File: src/rtl/adc_pkg.sv
// adc_pkg: state encoding and counter sizing helpers shared
// by the serial ADC capture top and its SCLK generator.
package adc_pkg;

   typedef enum logic [1:0] {
      S_IDLE,
      S_CONV,
      S_QUIET
   } adc_state_e;

   localparam int DEF_DATA_W      = 12;
   localparam int DEF_LEAD_BITS   = 4;
   localparam int DEF_NUM_CH      = 2;
   localparam int DEF_CLK_DIV     = 5;
   localparam int DEF_QUIET_TICKS = 4;

   // Serial bits per frame: leading bits followed by data bits.
   function automatic int n_bits(input int lead, input int data);
      return lead + data;
   endfunction

   // Width of a counter holding n_vals distinct values (0..n_vals-1).
   function automatic int cnt_w(input int n_vals);
      return (n_vals <= 2) ? 1 : $clog2(n_vals);
   endfunction

endpackage

File: src/rtl/adc_sclk_gen.sv
// adc_sclk_gen: system-clock divider producing a tick every CLK_DIV
// cycles and the ADC serial clock register (idles high).
// Ports: clk_i/rst_i sync reset; en_i runs divider; clr_i restarts it;
// toggle_i lets a tick flip SCLK; hold_i forces SCLK high;
// tick_o divider terminal count; sclk_o registered serial clock.
module adc_sclk_gen
   import adc_pkg::*;
#(
   parameter int CLK_DIV = DEF_CLK_DIV
) (
   input  logic clk_i,
   input  logic rst_i,
   input  logic en_i,
   input  logic clr_i,
   input  logic toggle_i,
   input  logic hold_i,
   output logic tick_o,
   output logic sclk_o
);

   localparam int DIV_W = cnt_w(CLK_DIV);
   localparam logic [DIV_W-1:0] DIV_LAST = DIV_W'(CLK_DIV - 1);

   logic [DIV_W-1:0] div_q, div_d;
   logic             sclk_q, sclk_d;

   assign tick_o = en_i && (div_q == DIV_LAST);
   assign sclk_o = sclk_q;

   always_comb begin
      div_d = div_q + 1'b1;
      if (!en_i || clr_i || tick_o) begin
         div_d = '0;
      end
   end

   always_comb begin
      sclk_d = sclk_q;
      if (hold_i) begin
         sclk_d = 1'b1;
      end else if (toggle_i && tick_o) begin
         sclk_d = ~sclk_q;
      end
   end

   always_ff @(posedge clk_i) begin
      if (rst_i) begin
         div_q  <= '0;
         sclk_q <= 1'b1;
      end else begin
         div_q  <= div_d;
         sclk_q <= sclk_d;
      end
   end

endmodule

File: src/rtl/adc_serial_capture.sv
// adc_serial_capture: drives CS/SCLK for NUM_CH simultaneous serial ADCs,
// shifts in LEAD_BITS+DATA_W bits per channel and publishes samples.
// Inputs: Clock_Nexys, Reset (sync high), start, continuous, data_ADC.
// Outputs: CS (low active), Clock_Muestreo (SCLK), busy, done pulse,
// Dato / data_basura (channel i at [i*W +: W]), lead_err.
module adc_serial_capture
   import adc_pkg::*;
#(
   parameter int DATA_W      = DEF_DATA_W,
   parameter int LEAD_BITS   = DEF_LEAD_BITS,
   parameter int NUM_CH      = DEF_NUM_CH,
   parameter int CLK_DIV     = DEF_CLK_DIV,
   parameter int QUIET_TICKS = DEF_QUIET_TICKS
) (
   input  logic                          Clock_Nexys,
   input  logic                          Reset,
   input  logic                          start,
   input  logic                          continuous,
   input  logic [NUM_CH-1:0]             data_ADC,
   output logic                          CS,
   output logic                          Clock_Muestreo,
   output logic                          busy,
   output logic                          done,
   output logic [NUM_CH*DATA_W-1:0]      Dato,
   output logic [NUM_CH*LEAD_BITS-1:0]   data_basura,
   output logic                          lead_err
);

   localparam int N_BITS = n_bits(LEAD_BITS, DATA_W);
   localparam int BIT_W  = cnt_w(N_BITS + 1);
   localparam int QT_W   = cnt_w(QUIET_TICKS);
   localparam logic [BIT_W-1:0] BIT_LAST = BIT_W'(N_BITS);
   localparam logic [QT_W-1:0]  QT_LAST  = QT_W'(QUIET_TICKS - 1);

   adc_state_e                    state_q;
   logic [BIT_W-1:0]              bit_q;
   logic [QT_W-1:0]               qt_q;
   logic [NUM_CH-1:0][N_BITS-1:0] sh_q;
   logic                          cs_q;
   logic                          busy_q;
   logic                          done_q;
   logic                          err_q;
   logic [NUM_CH*DATA_W-1:0]      dato_q;
   logic [NUM_CH*LEAD_BITS-1:0]   lead_q;

   logic tick;
   logic sclk;
   logic go;
   logic in_idle;
   logic in_conv;
   logic in_quiet;
   logic rise;
   logic frame_end;
   logic quiet_end;
   logic div_clr;
   logic sclk_toggle;

   logic [NUM_CH*DATA_W-1:0]    cap_dato;
   logic [NUM_CH*LEAD_BITS-1:0] cap_lead;

   assign go       = start | continuous;
   assign in_idle  = (state_q == S_IDLE);
   assign in_conv  = (state_q == S_CONV);
   assign in_quiet = (state_q == S_QUIET);

   // SCLK high on a tick: falls unless all N bits are in,
   // in which case that tick closes the frame instead.
   assign rise      = in_conv && tick && !sclk;
   assign frame_end = in_conv && tick && sclk && (bit_q == BIT_LAST);
   assign quiet_end = in_quiet && tick && (qt_q == QT_LAST);

   assign div_clr     = frame_end | quiet_end | (in_idle & go);
   assign sclk_toggle = in_conv && !(sclk && (bit_q == BIT_LAST));

   adc_sclk_gen #(
      .CLK_DIV (CLK_DIV)
   ) u_sclk (
      .clk_i    (Clock_Nexys),
      .rst_i    (Reset),
      .en_i     (!in_idle),
      .clr_i    (div_clr),
      .toggle_i (sclk_toggle),
      .hold_i   (!in_conv),
      .tick_o   (tick),
      .sclk_o   (sclk)
   );

   // Split each channel's frame into leading and data fields.
   always_comb begin
      cap_dato = '0;
      cap_lead = '0;
      for (int c = 0; c < NUM_CH; c++) begin
         cap_dato[c*DATA_W +: DATA_W]       = sh_q[c][DATA_W-1:0];
         cap_lead[c*LEAD_BITS +: LEAD_BITS] = sh_q[c][N_BITS-1:DATA_W];
      end
   end

   always_ff @(posedge Clock_Nexys) begin
      if (Reset) begin
         state_q <= S_IDLE;
         bit_q   <= '0;
         qt_q    <= '0;
         sh_q    <= '0;
         cs_q    <= 1'b1;
         busy_q  <= 1'b0;
         done_q  <= 1'b0;
         err_q   <= 1'b0;
         dato_q  <= '0;
         lead_q  <= '0;
      end else begin
         done_q <= 1'b0;
         unique case (state_q)
            S_IDLE: begin
               if (go) begin
                  state_q <= S_CONV;
                  cs_q    <= 1'b0;
                  busy_q  <= 1'b1;
                  bit_q   <= '0;
               end
            end
            S_CONV: begin
               if (rise && (bit_q != BIT_LAST)) begin
                  bit_q <= bit_q + 1'b1;
                  for (int c = 0; c < NUM_CH; c++) begin
                     sh_q[c] <= {sh_q[c][N_BITS-2:0], data_ADC[c]};
                  end
               end
               if (frame_end) begin
                  state_q <= S_QUIET;
                  cs_q    <= 1'b1;
                  qt_q    <= '0;
                  done_q  <= 1'b1;
                  dato_q  <= cap_dato;
                  lead_q  <= cap_lead;
                  err_q   <= |cap_lead;
               end
            end
            S_QUIET: begin
               if (quiet_end) begin
                  if (go) begin
                     state_q <= S_CONV;
                     cs_q    <= 1'b0;
                     bit_q   <= '0;
                  end else begin
                     state_q <= S_IDLE;
                     busy_q  <= 1'b0;
                  end
               end else if (tick) begin
                  qt_q <= qt_q + 1'b1;
               end
            end
            default: begin
               state_q <= S_IDLE;
               cs_q    <= 1'b1;
               busy_q  <= 1'b0;
            end
         endcase
      end
   end

   assign CS             = cs_q;
   assign Clock_Muestreo = sclk;
   assign busy           = busy_q;
   assign done           = done_q;
   assign Dato           = dato_q;
   assign data_basura    = lead_q;
   assign lead_err       = err_q;

endmodule

File: config.mk
export PLATFORM = sky130hd
export DESIGN_NAME = adc_serial_capture
export DESIGN_NICKNAME = d
export VERILOG_FILES = /design/src/rtl/adc_pkg.sv /design/src/rtl/adc_sclk_gen.sv /design/src/rtl/adc_serial_capture.sv
export SDC_FILE = /design/constraint.sdc
export NUM_CORES = 1
export LEC_CHECK = 0
export BUFFER_PORTS_ARGS = -buffer_cell sky130_fd_sc_hd__clkbuf_2
export CORE_ASPECT_RATIO = 1.4
export CORE_MARGIN = 5
export CORE_UTILIZATION = 45
export DETAILED_ROUTE_END_ITERATION = 16
export GPL_TIMING_DRIVEN = 0
export PLACE_DENSITY_LB_ADDON = 0.3
export SLEW_MARGIN = 20
export SYNTH_ARGS = -nofsm -noshare
export SYNTH_HDL_FRONTEND = slang
export SYNTH_SLANG_ARGS = --single-unit
File: constraint.sdc
create_clock -name Clock_Nexys -period 2.5 [get_ports Clock_Nexys]
set_clock_uncertainty 0.05 [all_clocks]
set_input_delay 0.25 -clock Clock_Nexys [delete_from_list [all_inputs] [get_ports Clock_Nexys]]
set_output_delay 0.25 -clock Clock_Nexys [all_outputs]
set_load 0.005 [all_outputs]
; ---- Word-level counts from Yosys, hierarchy flattened
; Cells that the tools add are included.
[word_totals]
latch_bits = 0
mem_count = 0
register_bits = 81
mem_bits_rw = 0
mem_bits_ro = 0
elab_cells = 86
output_inout_bits = 37
inputBits = 6
[op_classes]
shifts = 0
div = 0
bitwise_logic = 6
addsub = 3
muxes = 22
n_eq_ne = 13
order_cmp = 0
mul = 0
reduce_logical = 29
[op_table]
columns = op, n
row1 = $mux W5, 3
row2 = $pmux W5 S3, 1
row3 = $mux W2, 6
row4 = $logic_and A1 B1 Y1, 11
row5 = $mux W1, 8
row6 = $ne A2 B2 Y1 const B, 4
row7 = $reduce_and A4 Y1, 2
row8 = $reduce_or A8 Y1, 1
row9 = $ne A2 B1 Y1 const B, 3
row10 = $pmux W1 S3, 2
row11 = $pmux W2 S3, 1
row12 = $reduce_and A2 Y1, 3
row13 = $reduce_and A3 Y1, 2
row14 = $add A5 B1 Y5 const B, 1
row15 = $eq A5 B5 Y1 const B, 1
row16 = $ne A5 B5 Y1 const B, 1
row17 = $eq A2 B2 Y1 const B, 2
row18 = $pmux W2 S2, 1
row19 = $reduce_or A2 Y1, 2
row20 = $add A3 B1 Y3 const B, 1
row21 = $eq A3 B3 Y1 const B, 1
row22 = $logic_not A1 Y1, 3
row23 = $or A1 B1 Y1, 3
row24 = $reduce_bool A3 Y1, 1
row25 = 7 further kinds, 9

; ---- Depth between registers and ports, before layout
; Gate-level depths: netlist of run 1.
[logic_depth]
ltp_word = 11
depth_mapped = 9
depth_no_buf = 6

; ---- Hierarchy
; A second synthesis of run 1 with hierarchy kept.
[unflattened]
hier_cells = 382
hier_area_um2 = 3195.6
[by_module_without_submodules]
columns = module, area_each_um2, seq_area_each_um2, cells_each, n_inst
row1 = adc_serial_capture, 2986.6, 1541.5, 362, 1
row2 = adc_sclk_gen, 209.0, 80.1, 20, 1

; ---- Worst setup path before layout of run 1
; No wires, ideal clock.
[synth_path]
path_kind = reg-to-reg
start = register bit_q[0]
end = register sh_q, in the netlist cap_dato[0]
setup_time_ns = 0.132
synth_period_minus_slack_ns = 2.005
t_arrival_ns = 1.823
path_slack_ns = 0.495
path_stages_with_launch = 10
required_time_ns = 2.318
n_path_buf = 3
path_cell_list = dfxtp_1 -> inv_1 -> ha_1 -> nor4bb_1 -> buf_2 -> or4_4 -> buf_2 -> buf_2 -> nand2_1 -> a21oi_1
[synth_between]
elab_chain_len = 3
[synth_rtl]
columns = element, line_no
row1 = "start, declared", adc_serial_capture.sv:36  ; logic [BIT_W-1:0] bit_q;
row2 = "start signal, assigned", adc_serial_capture.sv:123  ; bit_q <= bit_q + 1'b1;
row3 = $ne A5 B5 Y1, adc_serial_capture.sv:122  ; if (rise && (bit_q != BIT_LAST)) begin
row4 = $logic_and A1 B1 Y1, adc_serial_capture.sv:122
row5 = $reduce_and A2 Y1 (no line), -
row6 = "end signal, assigned by index", adc_serial_capture.sv:125  ; sh_q[c] <= {sh_q[c][N_BITS-2:0], data_ADC[c]};
row7 = "end, declared", adc_serial_capture.sv:38  ; logic [NUM_CH-1:0][N_BITS-1:0] sh_q;
; No other way between the ends.
; A chain may end at the register's enable or synchronous reset.

; ---- Worst setup path after layout of run 1
[layout_path]
start = register bit_q[0]
end = register sh_q, in the netlist cap_dato[22]
; The elaborated chain is that of the path after synthesis.

==> out/metrics.yaml, run 1 <==
status: "finished clean"
drcViolationCount: 0
p_leak_nw: 1.270
r2r_cells: 8
routed_wirelength_mm: 6.503
antenna_cells: 0
numCtsBuffers: 9
antenna_found_initial: 0
clk_pin_slew_ps: 80
core_um2: 6569
final_common_cell: "nand2_1"
min_to: "cap_dato[12]$_SDFFE_PP0P_"
min_path_type: "input pin to register"
clockPowerShare_pct: 42.7
track_usage_pct: 16.31
io_buffers: 41
seqPwrFrac_pct: 54.7
num_rows: 35
crit_required_ps: 2720
ys_warn_count: 0
hold_path_startpoint: "data_ADC[1]"
vias: 2624
dpl-instance-area_um2: 3329
max_slew_margin_pct: 64.63
drt_iter0_markers: 114
clockBufferDepth: 2
p_int_mw: 1.876
syn_avg_cell_area_um2: 7.999
ys_ff_latch: 81
finalSetupViolCount: 0
wl_per_cell_um: 12.75
r2r_slack_ps: 250
grt_pass1_wl_mm: 10.96
startpoint_type: "register"
drv_cap: 0
tns_ps: 0
synth_cell_types: 32
layout.nets: 442
grt-ovfl-total: 0
design_area_um2: 3541
cts_setup_buffers: 0
r2r-start: "bit_q[0]$_SDFFE_PP0P_"
drv_slew: 0
power_density_nw_per_um2: 670.7
antenna_left: 0
start_util_pct: 46.15
cp_slowest_cell: "nor4_4"
sw_frac_of_total_pct: 21.03
gp_congestion: 0.7561
path_cells: "inv_1 -> ha_1 -> nor4bb_1 -> buf_2 -> nor4_4 -> clkbuf_1 -> nand2_1 -> a21oi_1"
vias_per_cell: 5.145
synth.net_count: 390
clkLatencyLatePin_ps: 350
pin_count: 43
cpPeakStageDelay_ps: 520
timing_hold_violations_final: 0
worstMarginPinSlew_ps: 526.6
cts_sinks: 81
synth_cells: 379
die_w_um: 79.37
yosysSeqAreaShare_pct: 53.49
area_growth_pct: 16.80
clock.fmax_mhz: 444.9
root_buffer: "clkbuf_8"
fin_hold_ws_ps: 74.91
cts_tree: "built"
dieArea_um2: 8502
cts_max_level: 3
synth_area_um2: 3032
cts_resized: 0
pwr-share-comb_pct: 2.7
hold_depth: 3
setup_slack_ps: 252.4
grt_max_degree: 14
p_switching_mw: 0.4994
grt_pass1_vias: 2411
peakVddDrop_v: 0.0006412
firstDrtPassIters: 4
period_share_pct: 89.90
path_max_fanout: 10
ctsHoldBuffers: 0
hpwlAfterDp_mm: 4.660
die_h_um: 107.1
crit_path_end_kind: "register"
worstPathArrival_ps: 2470
total_power_mw: 2.375
rsz0062_at_grt: "false"
r2r_end: "cap_dato[22]$_SDFFE_PP0P_"
layout_common_cells: "nand2_1 (134), dfxtp_1 (81), a21oi_1 (70)"
place_ws_ps: 259.9
path_class: "register to register"
post-route-min-period_ps: 2248
drive_above_1_share_pct: 15.14
## critical path, delay by kind of cell (launching register included)
family                   cells  cell delay [ps]
AND/OR/NAND/NOR              3              760
flip-flops                   1              380
AO/OA/AOI/OAI                1              130
adder cells (fa/ha/maj)      1              190
buffers and inverters        3              650
## kinds of logic (layout without fill, tap and decap cells)
logic type      after synthesis  after routing  share of synthesized area, %
buf+inv                      33             90                         4.457
flops                        81             81                         53.49
fa+ha+maj                     5              5                         2.064
mux                           1              1                        0.3302
compound gates               83             83                         14.44
simple gates                176            176                         25.22
## power by group through the flow
stage / logic (mW) / clock network (mW) / registers (mW)
after floorplan: 0.0431 / 0 / 1.33
after global placement: 0.0631 / 0 / 1.33
after detailed placement: 0.0641 / 0 / 1.33
after CTS: 0.0643 / 1.04 / 1.30
after global routing: 0.0716 / 1.09 / 1.30
final: 0.0635 / 1.01 / 1.30
## routing by layer
layer | up-vias | routed length, um | track usage [%]
met5 | - | 0 | 0
met4 | 0 | 61 | 7.862
met3 | 6 | 324 | 3.277
met2 | 51 | 3297 | 27.47
met1 | 1211 | 2819 | 19.66
li1 | 1356 | - | -
## area by class of cell
cell class	instances	area [um^2]
clock buffer	11	131.4
buffer	29	120.1
sequential	81	1622
clock inverter	5	80.08
tap	74	92.59
fill	637	3028
multi-input combinational	265	1275
timing repair buffer	41	205.2
inverter	4	15.01
## synth_stat cells
master / instances / share of area (%)
nand3_1: 11 / 1.8
o211ai_1: 1 / 0.25
a31oi_1: 4 / 0.83
a21oi_1: 70 / 12
nor4_4: 1 / 0.70
nor3_1: 2 / 0.33
and2_1: 2 / 0.41
nand4_1: 1 / 0.21
nor4bb_1: 1 / 0.33
dfxtp_1: 81 / 53
buf_2: 9 / 1.5
or4_4: 1 / 0.37
mux2i_1: 1 / 0.33
o22ai_1: 2 / 0.41
nor4_1: 2 / 0.41
clkbuf_1: 20 / 2.5
a21o_1: 1 / 0.25
nand2b_1: 2 / 0.41
or3_1: 2 / 0.41
and4_1: 1 / 0.29
nor2b_1: 1 / 0.21
nor3b_1: 2 / 0.50
inv_1: 4 / 0.50
nand3b_1: 3 / 0.74
and3_1: 1 / 0.21
o21bai_1: 2 / 0.50
o21ai_0: 2 / 0.33
a221o_1: 1 / 0.33
nand4b_1: 1 / 0.29
nor2_1: 8 / 0.99
ha_1: 5 / 2.1
nand2_1: 134 / 17
## how the worst max path moves through the flow
stage / from / endpoint / slack (ps) / depth (start not counted)
final: bit_q[0]$_SDFFE_PP0P_ / cap_dato[22]$_SDFFE_PP0P_ / 250 / 8
after global routing: bit_q[0]$_SDFFE_PP0P_ / cap_dato[22]$_SDFFE_PP0P_ / 10 / 8
after CTS: bit_q[0]$_SDFFE_PP0P_ / cap_dato[22]$_SDFFE_PP0P_ / 250 / 8
after detailed placement: bit_q[0]$_SDFFE_PP0P_ / cap_dato[23]$_SDFFE_PP0P_ / 260 / 8
after global placement: bit_q[0]$_SDFFE_PP0P_ / cap_dato[18]$_SDFFE_PP0P_ / 320 / 8
after floorplan: bit_q[0]$_SDFFE_PP0P_ / cap_dato[0]$_SDFFE_PP0P_ / 500 / 9
## sequential cells by signal, summed over array words and instances, names as in the netlist
name / cells
bit_q: 5
cap_dato: 24
lead_err: 1
CS: 1
data_basura: 8
Dato: 24
state_q: 2
qt_q: 2
busy: 1
done: 1
cap_lead: 8
u_sclk.div_q: 3
u_sclk.sclk_o: 1
## per-stage QoR
stage / util (%) / cells
3_5_place_dp: 50.69 / 494
2_1_floorplan: - / 379
6_report: 53.90 / 510
3_3_place_gp: 50.69 / 494
4_1_cts: 53.90 / 510
5_1_grt: 53.90 / 510
(Power assumes the default switching activity.)
==> run 2, diff against run 1 <==
SYNTH_HIERARCHICAL = 1   (was unset)
==> out/metrics.yaml, run 2 <==
layout.cells.non_filler: 535  # was 510
ys_ff_latch: 81  # unchanged
cts_setup_buffers: 0  # unchanged
setup_slack_ps: 127.0  # was 252.4 ps
yosysMostFrequentCell: "nand2_1"  # unchanged
drive_above_1_share_pct: 21.14  # was 15.14%
period_share_pct: 94.92  # was 89.90%
dieArea_um2: 8911  # was 8502 um^2
io_buffers: 42  # was 41
wl_per_cell_um: 12.51  # was 12.75 um
start_util_pct: 46.07  # was 46.15%
gp_congestion: 0.7905  # was 0.7561
status: "finished clean"  # unchanged
root_buffer: "clkbuf_8"  # unchanged
cts_tree: "built"  # unchanged
peakVddDrop_v: 0.0003644  # was 0.0006412 V
rsz0062_at_grt: "false"  # unchanged
fin_hold_ws_ps: 60.48  # was 74.91 ps
cp_slowest_cell: "or3b_4"  # was nor4_4
antenna_left: 0  # unchanged
post-route-min-period_ps: 2373  # was 2248 ps
hpwlAfterDp_mm: 4.800  # was 4.660 mm
synth.top_cell.area_share_pct: 50.74  # was 53.49%
pin_count: 43  # unchanged
firstDrtPassIters: 4  # unchanged
synth_cells: 382  # was 379
ys_async_sr_fraction_pct: 0  # unchanged
synth.net_count: 393  # was 390
vias_per_cell: 4.955  # was 5.145
drv_cap: 0  # unchanged
dpl-instance-area_um2: 3525  # was 3329 um^2
drt_iter0_markers: 78  # was 114
drcViolationCount: 0  # unchanged
layout_common_cells: "nand2_1 (134), dfxtp_1 (81), a21oi_1 (60)"  # was nand2_1 (134), dfxtp_1 (81), a21oi_1 (70)
synth_cell_types: 49  # was 32
num_rows: 36  # was 35
max_slew_margin_pct: 62.45  # was 64.63%
clk_pin_slew_ps: 80  # about the same
timing_hold_violations_final: 0  # unchanged
antenna_cells: 0  # unchanged
antenna_found_initial: 0  # unchanged
yosysSeqAreaShare_pct: 50.74  # was 53.49%
path_cells: "clkbuf_2 -> or2_2 -> and3_4 -> and4_4 -> buf_12 -> buf_8 -> a31o_2 -> or3b_4 -> a211oi_2"  # was inv_1 -> ha_1 -> nor4bb_1 -> buf_2 -> nor4_4 -> clkbuf_1 -> nand2_1 -> a21oi_1
min_path_type: "input pin to register"  # unchanged
numCtsBuffers: 9  # unchanged
area_growth_pct: 17.58  # was 16.80%
crit_buf_inv: 3  # unchanged
cts_sinks: 81  # unchanged
syn_avg_cell_area_um2: 8.365  # was 7.999 um^2
grt-ovfl-total: 0  # unchanged
path_class: "register to register"  # unchanged
yosys_most_used_dff: "dfxtp_1"  # unchanged
dp.cells: 519  # was 494
power_density_nw_per_um2: 651.6  # was 670.7 nW/um^2
p_leak_nw: 1.361  # was 1.270 nW
clockBufferDepth: 2  # unchanged
crit_required_ps: 2730  # was 2720 ps
synth_area_um2: 3196  # was 3032 um^2
vias: 2651  # was 2,624
clkLatencyLatePin_ps: 360  # was 350 ps
track_usage_pct: 16.65  # was 16.31%
grt_pass1_wl_mm: 11.47  # was 10.96 mm
place_ws_ps: 80.36  # was 259.9 ps
worstPathArrival_ps: 2600  # was 2470 ps
clock.fmax_mhz: 421.4  # was 444.9 MHz
cpPeakStageDelay_ps: 420  # was 520 ps
finalSetupViolCount: 0  # unchanged
crit_path_end_kind: "register"  # unchanged
cts_max_level: 3  # unchanged
tns_ps: 0  # unchanged
synth_top_area_cell: "dfxtp_1"  # unchanged
worstMarginPinSlew_ps: 563.3  # was 526.6 ps
fillCellCount: 712  # was 637
final_common_cell: "nand2_1"  # unchanged
layout.nets: 446  # was 442
crit_family: "simple AND/OR/NAND/NOR gates"  # unchanged
routed_wirelength_mm: 6.693  # was 6.503 mm
yosys-top-cells-count: "nand2_1 (134), dfxtp_1 (81), a21oi_1 (60)"  # was nand2_1 (134), dfxtp_1 (81), a21oi_1 (70)
ys_warn_count: 6  # was 0
die_w_um: 81.22  # was 79.37 um
path_max_fanout: 10  # unchanged
ys_top_cells_by_area: "dfxtp_1 (51%), nand2_1 (16%), a21oi_1 (9.4%)"  # was dfxtp_1 (53%), nand2_1 (17%), a21oi_1 (12%)
core_um2: 6937  # was 6569 um^2
grt_pass1_vias: 2539  # was 2,411
synth-edff-count: 0  # unchanged
design_area_um2: 3757  # was 3541 um^2
drv_slew: 0  # unchanged
startpoint_type: "register"  # unchanged
grt_max_degree: 15  # was 14
die_h_um: 109.7  # was 107.1 um
## run 2: what timing repair did
action	in CTS	in global routing
gates resized for setup	0	1
hold buffers	0	0
endpoints found under the hold margin	0	0
endpoints found under the setup margin	0	1
## run 2: cells by family (layout without fill, tap and decap cells)
group	after synthesis	in the layout	share of synthesized area, %
AOI/OAI and AO/OA	91	91	17.74
adders and majority gates	5	5	1.958
buffers and inverters	34	92	6.304
DFF	81	81	50.74
muxes	1	1	0.3132
and+or+nand+nor	170	170	22.94
## run 2: layout make-up
class | instances | area [um^2] | area share (%)
timing repair buffer | 42 | 210.2 | 5.594
inverter | 9 | 33.78 | 0.8991
buffer | 25 | 167.7 | 4.462
clock inverter | 6 | 91.34 | 2.431
multi-input combinational | 267 | 1376 | 36.63
tap | 95 | 118.9 | 3.164
clock buffer | 10 | 137.6 | 3.663
sequential | 81 | 1622 | 43.16
## run 2: worst register-to-register path, cell delays in order, from the launching register on
cell and delay, ps:
dfxtp_1 300, clkbuf_2 160, or2_2 320, and3_4 220, and4_4 160, buf_12 140, buf_8 130, a31o_2 220
or3b_4 420, a211oi_2 190
## run 2: final timing paths
path | start | end | slack [ps] | depth (start not counted)
max | state_q[1]$_SDFFE_PP0P_ | u_sclk/div_q[0]$_SDFF_PP0_ | 130 | 9
min | data_ADC[1] | cap_dato[12]$_SDFFE_PP0P_ | 60 | 3
max reg2reg | state_q[1]$_SDFFE_PP0P_ | u_sclk/div_q[0]$_SDFF_PP0_ | 130 | 9
min reg2reg | data_basura[0]$_SDFFE_PP0P_ | data_basura[0]$_SDFFE_PP0P_ | 410 | 2
## run 2: where the power goes
part	internal, mW	switching [mW]
clock	0.590	0.483
sequential	1.29	0.00632
combinational	0.0254	0.0489
total	1.91	0.538
## run 2: layer usage
| metal | wire, um | global-route usage (%) | vias to the layer above |
|---|---|---|---|
| met4 | 162 | 8.696 | 0 |
| li1 | - | - | 1375 |
| met5 | 0 | 0 | - |
| met2 | 3262 | 28.03 | 45 |
| met1 | 2996 | 19.89 | 1217 |
| met3 | 273 | 3.197 | 14 |
## run 2: metrics by stage
stage	util, %	power, mW
global placement	50.81	1.404
floorplan	-	1.380
CTS	54.11	2.477
global route	54.17	2.550
finish	54.17	2.448
detailed placement	50.81	1.405
==> run 3, diff against run 2 <==
clock period = 2.2 ns   (was 2.5 ns; I/O delays follow)
==> out/metrics.yaml, run 3 (synthesis gave the netlist of run 2 again) <==
dieArea_um2: 8911  # unchanged
clkLatencyLatePin_ps: 350  # was 360 ps
grt.busiest_layer: "met2"  # unchanged
gr-usage-met1_pct: 19.71  # was 19.89%
area_growth_pct: 20.20  # was 17.58%
hpwlAfterDp_mm: 4.796  # was 4.800 mm
crit_family: "simple AND/OR/NAND/NOR gates"  # unchanged
die_h_um: 109.7  # unchanged
pin_count: 43  # unchanged
hold_path_startpoint: "data_ADC[1]"  # unchanged
cts_tree: "built"  # unchanged
final_util_pct: 55.38  # was 54.17%
layout_common_cells: "nand2_1 (133), dfxtp_1 (77), a21oi_1 (60)"  # was nand2_1 (134), dfxtp_1 (81), a21oi_1 (60)
final_common_cell: "nand2_1"  # unchanged
antenna_cells: 0  # unchanged
path_max_fanout: 10  # unchanged
path_class: "register to register"  # unchanged
crit_required_ps: 2420  # was 2730 ps
finalSetupViolCount: 0  # unchanged
use_met3_pct: 4.262  # was 3.197%
r2r_cells: 9  # unchanged
vias: 2681  # was 2,651
grt_pass1_vias: 2590  # was 2,539
r2r_slack_ps: 70  # was 130 ps
worstPathArrival_ps: 2350  # was 2600 ps
core_um2: 6937  # unchanged
ctsHoldBuffers: 0  # unchanged
grt_max_degree: 18  # was 15
num_rows: 36  # unchanged
antenna_left: 0  # unchanged
r2r_end: "u_sclk/div_q[1]$_SDFF_PP0_"  # was u_sclk/div_q[0]$_SDFF_PP0_
hold_depth: 3  # unchanged
cts_sinks: 81  # unchanged
drt_iter0_markers: 134  # was 78
path_cells: "clkbuf_8 -> or2_4 -> and3_4 -> buf_4 -> nand2_2 -> nand2_1 -> a31o_2 -> or3b_4 -> a211oi_2"  # was clkbuf_2 -> or2_2 -> and3_4 -> and4_4 -> buf_12 -> buf_8 -> a31o_2 -> or3b_4 -> a211oi_2
p_leak_nw: 1.405  # was 1.361 nW
routed_wirelength_mm: 6.891  # was 6.693 mm
min_path_type: "input pin to register"  # unchanged
min_to: "cap_dato[12]$_SDFFE_PP0P_"  # unchanged
grt_pass1_wl_mm: 11.65  # was 11.47 mm
drv_slew: 0  # unchanged
numCtsBuffers: 9  # unchanged
tns_ps: 0  # unchanged
clockBufferDepth: 2  # unchanged
drcViolationCount: 0  # unchanged
gp_congestion: 0.8035  # was 0.7905
startpoint_type: "register"  # unchanged
power_density_nw_per_um2: 736.5  # was 651.6 nW/um^2
wl_per_cell_um: 12.81  # was 12.51 um
firstDrtPassIters: 4  # unchanged
max_slew_margin_pct: 62.04  # was 62.45%
design_area_um2: 3841  # was 3757 um^2
cpPeakStageDelay_ps: 400  # was 420 ps
track_usage_pct: 16.79  # was 16.65%
drv_cap: 0  # unchanged
r2r-start: "state_q[1]$_SDFFE_PP0P_"  # unchanged
dpl-instance-area_um2: 3537  # was 3525 um^2
crit_path_end_kind: "register"  # unchanged
antenna_found_initial: 0  # unchanged
io_buffers: 42  # unchanged
post-route-min-period_ps: 2130  # was 2373 ps
worstMarginPinSlew_ps: 569.5  # was 563.3 ps
period_share_pct: 96.82  # was 94.92%
status: "finished clean"  # unchanged
crit_buf_inv: 2  # was 3
peakVddDrop_v: 0.0003922  # was 0.0003644 V
cp_slowest_cell: "or3b_4"  # unchanged
drive_above_1_share_pct: 23.48  # was 21.14%
clk_pin_slew_ps: 90  # was 80 ps
vias_per_cell: 4.983  # was 4.955
layout.nets: 449  # was 446
cts_max_level: 3  # unchanged
timing_hold_violations_final: 0  # unchanged
root_buffer: "clkbuf_8"  # unchanged
die_w_um: 81.22  # unchanged
start_util_pct: 46.07  # unchanged
gr-usage-met2_pct: 28.85  # was 28.03%
grt-ovfl-total: 0  # unchanged
clock.fmax_mhz: 469.5  # was 421.4 MHz
run 3: report_power, final:
group          leakage (nW)  internal, mW  switching, mW
sequential            0.655          1.47        0.00736
combinational         0.629        0.0312         0.0560
clock                 0.120         0.709          0.554
run 3: repair_timing:
action | CTS | global route
pin swaps | 2 | 5
endpoints found under the setup margin | 3 | 55
setup buffers | 3 | 2
gates resized for setup | 8 | 4
run 3: layout make-up:
type	instances	area, um^2
inverter	9	33.78
buffer	23	155.1
multi-input combinational	267	1409
sequential	81	1627
clock inverter	5	86.33
clock buffer	11	151.4
tap	95	118.9
timing repair buffer	47	260.3
fill	696	3095
run 3: tightest hold or removal path, delay by kind of cell:
family,cells,cell delay [ps]
AND/OR/NAND/NOR,1,40
AO/OA/AOI/OAI,1,50
buffers and inverters,1,80
run 3: worst max path at each step:
stage | from | to | slack [ps] | cells after the start
after floorplan | state_q[1]$_SDFFE_PP0P_ | u_sclk/div_q[0]$_SDFF_PP0_ | 5 | 9
after global placement | bit_q[0]$_SDFFE_PP0P_ | u_sclk/div_q[0]$_SDFF_PP0_ | -110 | 10
after detailed placement | bit_q[0]$_SDFFE_PP0P_ | u_sclk/div_q[0]$_SDFF_PP0_ | -140 | 10
after CTS | state_q[1]$_SDFFE_PP0P_ | u_sclk/div_q[1]$_SDFF_PP0_ | 1 | 9
after global routing | u_sclk/div_q[0]$_SDFF_PP0_ | bit_q[1]$_SDFFE_PP0P_ | -10 | 10
final | state_q[1]$_SDFFE_PP0P_ | u_sclk/div_q[1]$_SDFF_PP0_ | 70 | 9
run 3: per-stage QoR:
stage	instances	power [mW]	hold slack [ps]	setup slack (ps)
after floorplan	382	1.569	306.0	4.710
after global placement	519	1.595	391.3	-109.4
after detailed placement	519	1.597	396.5	-138.0
after CTS	536	2.846	29.24	1.418
after global routing	538	2.933	20.37	-10.45
final	538	2.829	39.58	69.94
run 3: routing by layer:
layer,up-vias,part of all wire [%]
met4,0,1.4
met1,1241,45
met5,-,0
li1,1381,-
met3,7,3.4
met2,52,50
